==> src/rtl/clock_ctrl.sv <==
// -----------------------------------------------------------------------------
// clock_ctrl
// Timekeeping and setting controller for the digital clock.
//
// Keeps hours/minutes/seconds in binary, advanced by a 1 Hz single-cycle
// sec_tick. A RUN -> SET_HOUR -> SET_MIN -> RUN mode machine is stepped by
// the debounced mode_btn pulse. In the set modes, inc_btn bumps the selected
// field and blink toggles once per second so the display can flash that field.
//
// Ports
//   clk        in   system clock, rising edge
//   rst        in   synchronous active-high reset
//   sec_tick   in   one-cycle pulse per second
//   mode_btn   in   one-cycle pulse, advances the mode
//   inc_btn    in   one-cycle pulse, increments the selected field
//   hours      out  0..HOUR_MAX
//   minutes    out  0..59
//   seconds    out  0..59
//   mode       out  00 RUN, 01 SET_HOUR, 10 SET_MIN
//   blink      out  display enable for the field being set (1 in RUN)
//   day_pulse  out  one-cycle pulse on HOUR_MAX:59:59 -> 00:00:00
// All outputs come straight from flops.
// -----------------------------------------------------------------------------
module clock_ctrl #(
  parameter int HOUR_MAX = 23
) (
  input  logic       clk,
  input  logic       rst,
  input  logic       sec_tick,
  input  logic       mode_btn,
  input  logic       inc_btn,
  output logic [4:0] hours,
  output logic [5:0] minutes,
  output logic [5:0] seconds,
  output logic [1:0] mode,
  output logic       blink,
  output logic       day_pulse
);

  localparam logic [1:0] MODE_RUN      = 2'b00;
  localparam logic [1:0] MODE_SET_HOUR = 2'b01;
  localparam logic [1:0] MODE_SET_MIN  = 2'b10;

  localparam logic [4:0] HOUR_LAST = 5'(HOUR_MAX);
  localparam logic [5:0] SIXTY_LAST = 6'd59;

  logic [4:0] hours_q,   hours_d;
  logic [5:0] minutes_q, minutes_d;
  logic [5:0] seconds_q, seconds_d;
  logic [1:0] mode_q,    mode_d;
  logic       blink_q,   blink_d;
  logic       day_pulse_q, day_pulse_d;

  // Next-state computation for time counters, mode machine and blink.
  always_comb begin
    hours_d     = hours_q;
    minutes_d   = minutes_q;
    seconds_d   = seconds_q;
    mode_d      = mode_q;
    blink_d     = blink_q;
    day_pulse_d = 1'b0;

    case (mode_q)
      MODE_RUN: begin
        // The tick is applied even when mode_btn arrives on the same edge.
        if (sec_tick) begin
          if (seconds_q == SIXTY_LAST) begin
            seconds_d = 6'd0;
            if (minutes_q == SIXTY_LAST) begin
              minutes_d = 6'd0;
              if (hours_q == HOUR_LAST) begin
                hours_d     = 5'd0;
                day_pulse_d = 1'b1;
              end else begin
                hours_d = hours_q + 5'd1;
              end
            end else begin
              minutes_d = minutes_q + 6'd1;
            end
          end else begin
            seconds_d = seconds_q + 6'd1;
          end
        end else begin
          seconds_d = seconds_q;
        end

        if (mode_btn) begin
          mode_d  = MODE_SET_HOUR;
          blink_d = 1'b1;
        end else begin
          mode_d  = MODE_RUN;
          blink_d = 1'b1;
        end
      end

      MODE_SET_HOUR: begin
        // A mode press wins over both inc_btn and sec_tick.
        if (mode_btn) begin
          mode_d  = MODE_SET_MIN;
          blink_d = 1'b1;
        end else begin
          if (inc_btn) begin
            if (hours_q == HOUR_LAST) begin
              hours_d = 5'd0;
            end else begin
              hours_d = hours_q + 5'd1;
            end
          end else begin
            hours_d = hours_q;
          end
          if (sec_tick) begin
            blink_d = ~blink_q;
          end else begin
            blink_d = blink_q;
          end
        end
      end

      MODE_SET_MIN: begin
        if (mode_btn) begin
          // Returning to RUN restarts the minute from :00.
          mode_d    = MODE_RUN;
          blink_d   = 1'b1;
          seconds_d = 6'd0;
        end else begin
          // Minute wrap deliberately does not carry into hours.
          if (inc_btn) begin
            if (minutes_q == SIXTY_LAST) begin
              minutes_d = 6'd0;
            end else begin
              minutes_d = minutes_q + 6'd1;
            end
          end else begin
            minutes_d = minutes_q;
          end
          if (sec_tick) begin
            blink_d = ~blink_q;
          end else begin
            blink_d = blink_q;
          end
        end
      end

      default: begin
        // Encoding 11 is unreachable; fall back to RUN.
        mode_d  = MODE_RUN;
        blink_d = 1'b1;
      end
    endcase
  end

  // State registers with synchronous reset.
  always_ff @(posedge clk) begin
    if (rst) begin
      hours_q     <= 5'd0;
      minutes_q   <= 6'd0;
      seconds_q   <= 6'd0;
      mode_q      <= MODE_RUN;
      blink_q     <= 1'b1;
      day_pulse_q <= 1'b0;
    end else begin
      hours_q     <= hours_d;
      minutes_q   <= minutes_d;
      seconds_q   <= seconds_d;
      mode_q      <= mode_d;
      blink_q     <= blink_d;
      day_pulse_q <= day_pulse_d;
    end
  end

  assign hours     = hours_q;
  assign minutes   = minutes_q;
  assign seconds   = seconds_q;
  assign mode      = mode_q;
  assign blink     = blink_q;
  assign day_pulse = day_pulse_q;

endmodule
==> config.mk <==
export PLATFORM = sky130hd
export DESIGN_NAME = clock_ctrl
export DESIGN_NICKNAME = d
export VERILOG_FILES = /design/src/rtl/clock_ctrl.sv
export SDC_FILE = /design/constraint.sdc
export NUM_CORES = 1
export LEC_CHECK = 0
export ABC_CLOCK_PERIOD_IN_PS = 4900
export BUFFER_PORTS_ARGS = -buffer_cell sky130_fd_sc_hd__buf_2
export CAP_MARGIN = 20
export CORE_MARGIN = 4
export CORE_UTILIZATION = 50
export CTS_BUF_LIST = sky130_fd_sc_hd__clkbuf_8 sky130_fd_sc_hd__clkbuf_16
export CTS_CLUSTER_SIZE = 10
export DETAILED_ROUTE_END_ITERATION = 16
export PLACE_DENSITY = 0.77
export SYNTH_ARGS = -nofsm -noshare
export SYNTH_HDL_FRONTEND = slang
export SYNTH_SLANG_ARGS = --single-unit
==> constraint.sdc <==
create_clock -name clk -period 4.9 [get_ports clk]
set_input_delay 0.49 -clock clk [delete_from_list [all_inputs] [get_ports clk]]
set_output_delay 0.49 -clock clk [all_outputs]
set_load 0.05 [all_outputs]
# == Yosys cells after proc, flatten, opt, wreduce, memory -nomap -nowiden ==
# Index checks and enable logic that the tools add are counted.
# totals
reg_bits,21
output_inout_bits,21
elab_cells,61
# classes
add_sub_neg,3
eq_ne,14
mux,22
bitwise,6
reduce_logical,10
# ops
operator,count
6-bit 2-to-1 mux,8
5-bit 2-to-1 mux,6
6-bit case mux with 2 select lines,2
2-bit != test (second input constant),9
6-bit by 1-bit adder with 6-bit output (second input constant),2
6-bit == test (second input constant),2
5-bit case mux with 2 select lines,1
1-bit NOT,6
2-bit case mux with 3 select lines,1
6-bit AND reduction,1
5-bit by 1-bit adder with 5-bit output (second input constant),1
5-bit == test (second input constant),1
5-bit AND reduction,1
5-bit OR reduction,1
2-bit 2-to-1 mux,2
2-bit nonzero test,2
3-bit AND reduction,1
3-bit OR reduction,1
2-bit by 1-bit == test with 1-bit output (second input constant),1
2-bit == test (second input constant),1
2-bit zero test,1
1-bit 2-to-1 mux,2
2-bit AND reduction,1
2-bit OR reduction,1

# == Depth between registers and ports, before layout ==
# logic_depth
word_depth,6
ltp_mapped,8

# == Worst setup path before layout ==
# OpenSTA, ideal clock, no wires.
# synth_path
path_type,register to register
from,register seconds_q[0] (netlist: seconds[0])
to,register minutes_q[5] (netlist: minutes[5])
setup_ns,0.071
arrival_time_ns,2.225
t_required_ns,4.829
setup_slack_ns,2.605
stages_incl_launch_ff,8
n_path_buf,1
synth_period_minus_slack_ns,2.295
path_cell_list,dfxtp_1 > ha_1 > and4b_1 > nand3_1 > a21o_1 > buf_6 > or4_1 > a21oi_1
# synth_between
elab_chain_len,3
# synth_lines
element,line,source
from (decl),49,"logic [5:0] seconds_q, seconds_d;"
from (signal assigned),164,seconds_q <= seconds_d;
6-bit == test,67,if (seconds_q == SIXTY_LAST) begin
2-bit != test (no line),n/a,
5-bit AND reduction (no line),n/a,
to (signal assigned),163,minutes_q <= minutes_d;
to (decl),48,"logic [5:0] minutes_q, minutes_d;"
# Every way passes these cells.
# A chain may end at the register's enable or synchronous reset.

# == Worst setup path after layout ==
# Same ends and word-level chain as after synthesis.

==> flow_metrics.py <==
metrics = {
    "run_status": {
        "status": "finished, final reports clean",
    },
    "sta": {
        "setup_tns_ps": 0,
        "max_slew.worst_pin.slew_ps": 675,
        "finalCritPeriodShare_pct": 41.9,
        "clock_skew_ps": 1.13,
        "max_slew_margin_pct": 53.7,
        "timing.hold.ws_ps": 502,
        "setup_viol": 0,
        "period_minus_slack_ps": 2050,
        "hold_viol_final": 0,
        "timing.fmax_mhz": 487,
        "rsz0062_at_grt": "false",
        "finalMaxSlewViolations": 0,
    },
    "routing": {
        "routed_wl_mm": 2.24,
        "wl_met2_mm": 1.10,
        "ant_nets": 0,
        "wl_met3_um": 103,
        "drc_errors": 0,
        "drtIter0Drc": 20,
        "vias": 1004,
        "post_drt_wl_per_cell_um": 12.5,
        "vias_per_cell": 5.61,
        "wl_met1_mm": 1.03,
        "top_layer_used": "met4",
        "dr.pass1.iters": 4,
    },
    "power_and_ir_drop": {
        "p_switching_w": 0.000115,
        "p_int_w": 0.000257,
        "p_seq_share_pct": 49.7,
        "leakagePower_nw": 0.569,
        "combPwrFrac_pct": 21.1,
        "clkPwrFrac_pct": 29.3,
        "vdd_drop_max_mv": 0.276,
        "power_density_nw_per_um2": 288,
        "netSwitchingFraction_pct": 30.9,
    },
    "yosys": {
        "yosysMostFrequentCell": "dfxtp_1",
        "synth_warnings": 0,
        "syn-num-nets": 138,
        "synth_area_leaders": "dfxtp_1 38%, ha_1 7.9%, nor2_1 6.8%",
        "ys_top_cells_by_count": "21 x dfxtp_1, 20 x nor2_1, 11 x nand2_1, 7 x ha_1, 7 x mux2i_1",
        "synth_area_um2": 1110,
        "synth_top_area_share_pct": 37.9,
        "synthDistinctLibCells": 36,
        "yosysTopAreaCell": "dfxtp_1",
        "ys_seq_area_share_pct": 37.9,
        "synthCells": 126,
        "ys.flop_type": "dfxtp_1",
        "synth_seq_cells": 21,
        "synth_edf_count": 0,
        "syn_avg_cell_area_um2": 8.80,
        "async_flop_share_pct": 0,
    },
    "clock_tree": {
        "cts_tree": "done",
        "cts_buffer_depth": 2,
        "numCtsBuffers": 3,
        "clk_latency_ps": 250,
        "path_clk_slew_ps": 70,
        "cts_root_buffer": "clkbuf_8",
        "ctsResizeCount": 0,
        "htreeDepth": 1,
        "cts_sinks": 21,
        "postCtsSetupRepairBufs": 0,
        "postCtsHoldBufs": 0,
    },
    "floorplanning": {
        "die_area_um2": 3030,
        "die-height_um": 55.1,
        "start_util_pct": 54.3,
        "core_area_um2": 2040,
        "num_rows": 16,
        "fp.dieW_um": 55.1,
        "ios": 26,
    },
    "critical_path": {
        "crit_type": "reg -> reg",
        "slowest_stage": "or4_1",
        "worstPathRequired_ps": 5090,
        "endpoint_kind": "register",
        "path_cells": "ha_1, and4b_1, nand3_1, a21o_1, or4_1, a21oi_1",
        "cp_max_fo": 10,
        "cp-start-kind": "register",
        "reg2reg_setup_slack_ps": 2850,
        "arrival_ps": 2240,
        "crit_path_max_incr_delay_ps": 530,
    },
    "grt": {
        "gr-total-overflow": 0,
        "grt_start_max_net_pins": 13,
        "grt_pass1_vias": 925,
        "antenna_found_initial": 0,
        "grt_usage_pct": 17.7,
        "grt_first_pass_wirelength_mm": 3.95,
    },
    "finish": {
        "final_area_um2": 1290,
        "area_growth_pct": 16.7,
        "diodes": 0,
        "drive_gt1_share_pct": 22.4,
        "seqCellArea_um2": 420,
        "utilization_pct": 63.4,
        "multi_input_area_um2": 647,
        "fin_nets": 165,
        "fillers": 193,
    },
    "placement": {
        "place_congestion": 0.723,
        "hpwl_mm": 1.72,
        "placed_cell_area_um2": 1250,
        "portBuffers": 25,
    },
    "worst_hold_path": {
        "min_path_type": "reg -> reg",
    },
    "run": {
        "cap_violations": 0,
    },
}
## worst max-delay path: cells and delay by family, from the launching register on
family,cells,cell delay (ps)
compound gates,2,480
fa+ha+maj,1,220
flops,1,390
simple gates,3,900
## worst paths after layout
path | cells after the start | end | start
hold / removal | 2 | hours[1] | hours[1]
setup reg to reg | 6 | minutes[5] | seconds[0]
hold reg to reg | 2 | hours[1] | hours[1]
setup / recovery | 6 | minutes[5] | seconds[0]
## area by class of cell
class / instances / share of cell area (%)
clock buffer: 3 / 3.19
clock inverter: 1 / 0.290
inverter: 6 / 1.74
multi-input combinational: 96 / 50.0
sequential: 21 / 32.5
tap: 27 / 2.61
timing repair buffer: 25 / 9.67
## state kept, by name (all words and copies together), names as in the netlist
name and count:
mode 2, hours 5, day_pulse 1, seconds 6, blink 1, minutes 6
## through the flow
step | power, W | std cells | worst slack (ps)
after global routing | 0.000393 | 179 | 2680
final | 0.000372 | 179 | 2850
after detailed placement | 0.000268 | 175 | 2860
after CTS | 0.000374 | 179 | 2820
after floorplan | 0.000251 | 126 | 2600
after global placement | 0.000264 | 175 | 2960
## cells in the final DEF (no fill, tap or decap), drive strengths merged, types with 2 or more instances in the layout
cell	count
nand2	12
o21ai	4
a21o	2
xor2	4
a21oi	6
inv	7
nand4	2
buf	25
or4	4
nand3	5
xnor2	2
or3	2
o41ai	2
o311ai	2
ha	7
dfxtp	21
nor2	20
mux2i	7
clkbuf	3
## per-layer routing
layer,track usage [%],vias up
li1,-,501
met1,22.2,479
met3,5.63,2
met5,0,-
met2,29.7,22
met4,3.64,0
## power groups by stage
stage	clock network [W]	logic [W]	registers, W
6_report	0.000109	0.0000784	0.000185
2_1_floorplan	0	0.0000389	0.000212
5_1_grt	0.000121	0.0000864	0.000186
3_3_place_gp	0	0.0000764	0.000188
3_5_place_dp	0	0.0000789	0.000189
4_1_cts	0.000110	0.0000791	0.000185
## cells by family after synthesis
kind of cell | Yosys count | synth area share [%]
xor gates and xnor gates | 6 | 4.74
buffers and inverters | 9 | 3.72
adders and majority gates | 7 | 7.90
DFF | 21 | 37.9
AOI/OAI and AO/OA | 23 | 15.2
muxes | 7 | 6.32
and+or+nand+nor | 53 | 24.2
(Power assumes the default switching activity.)
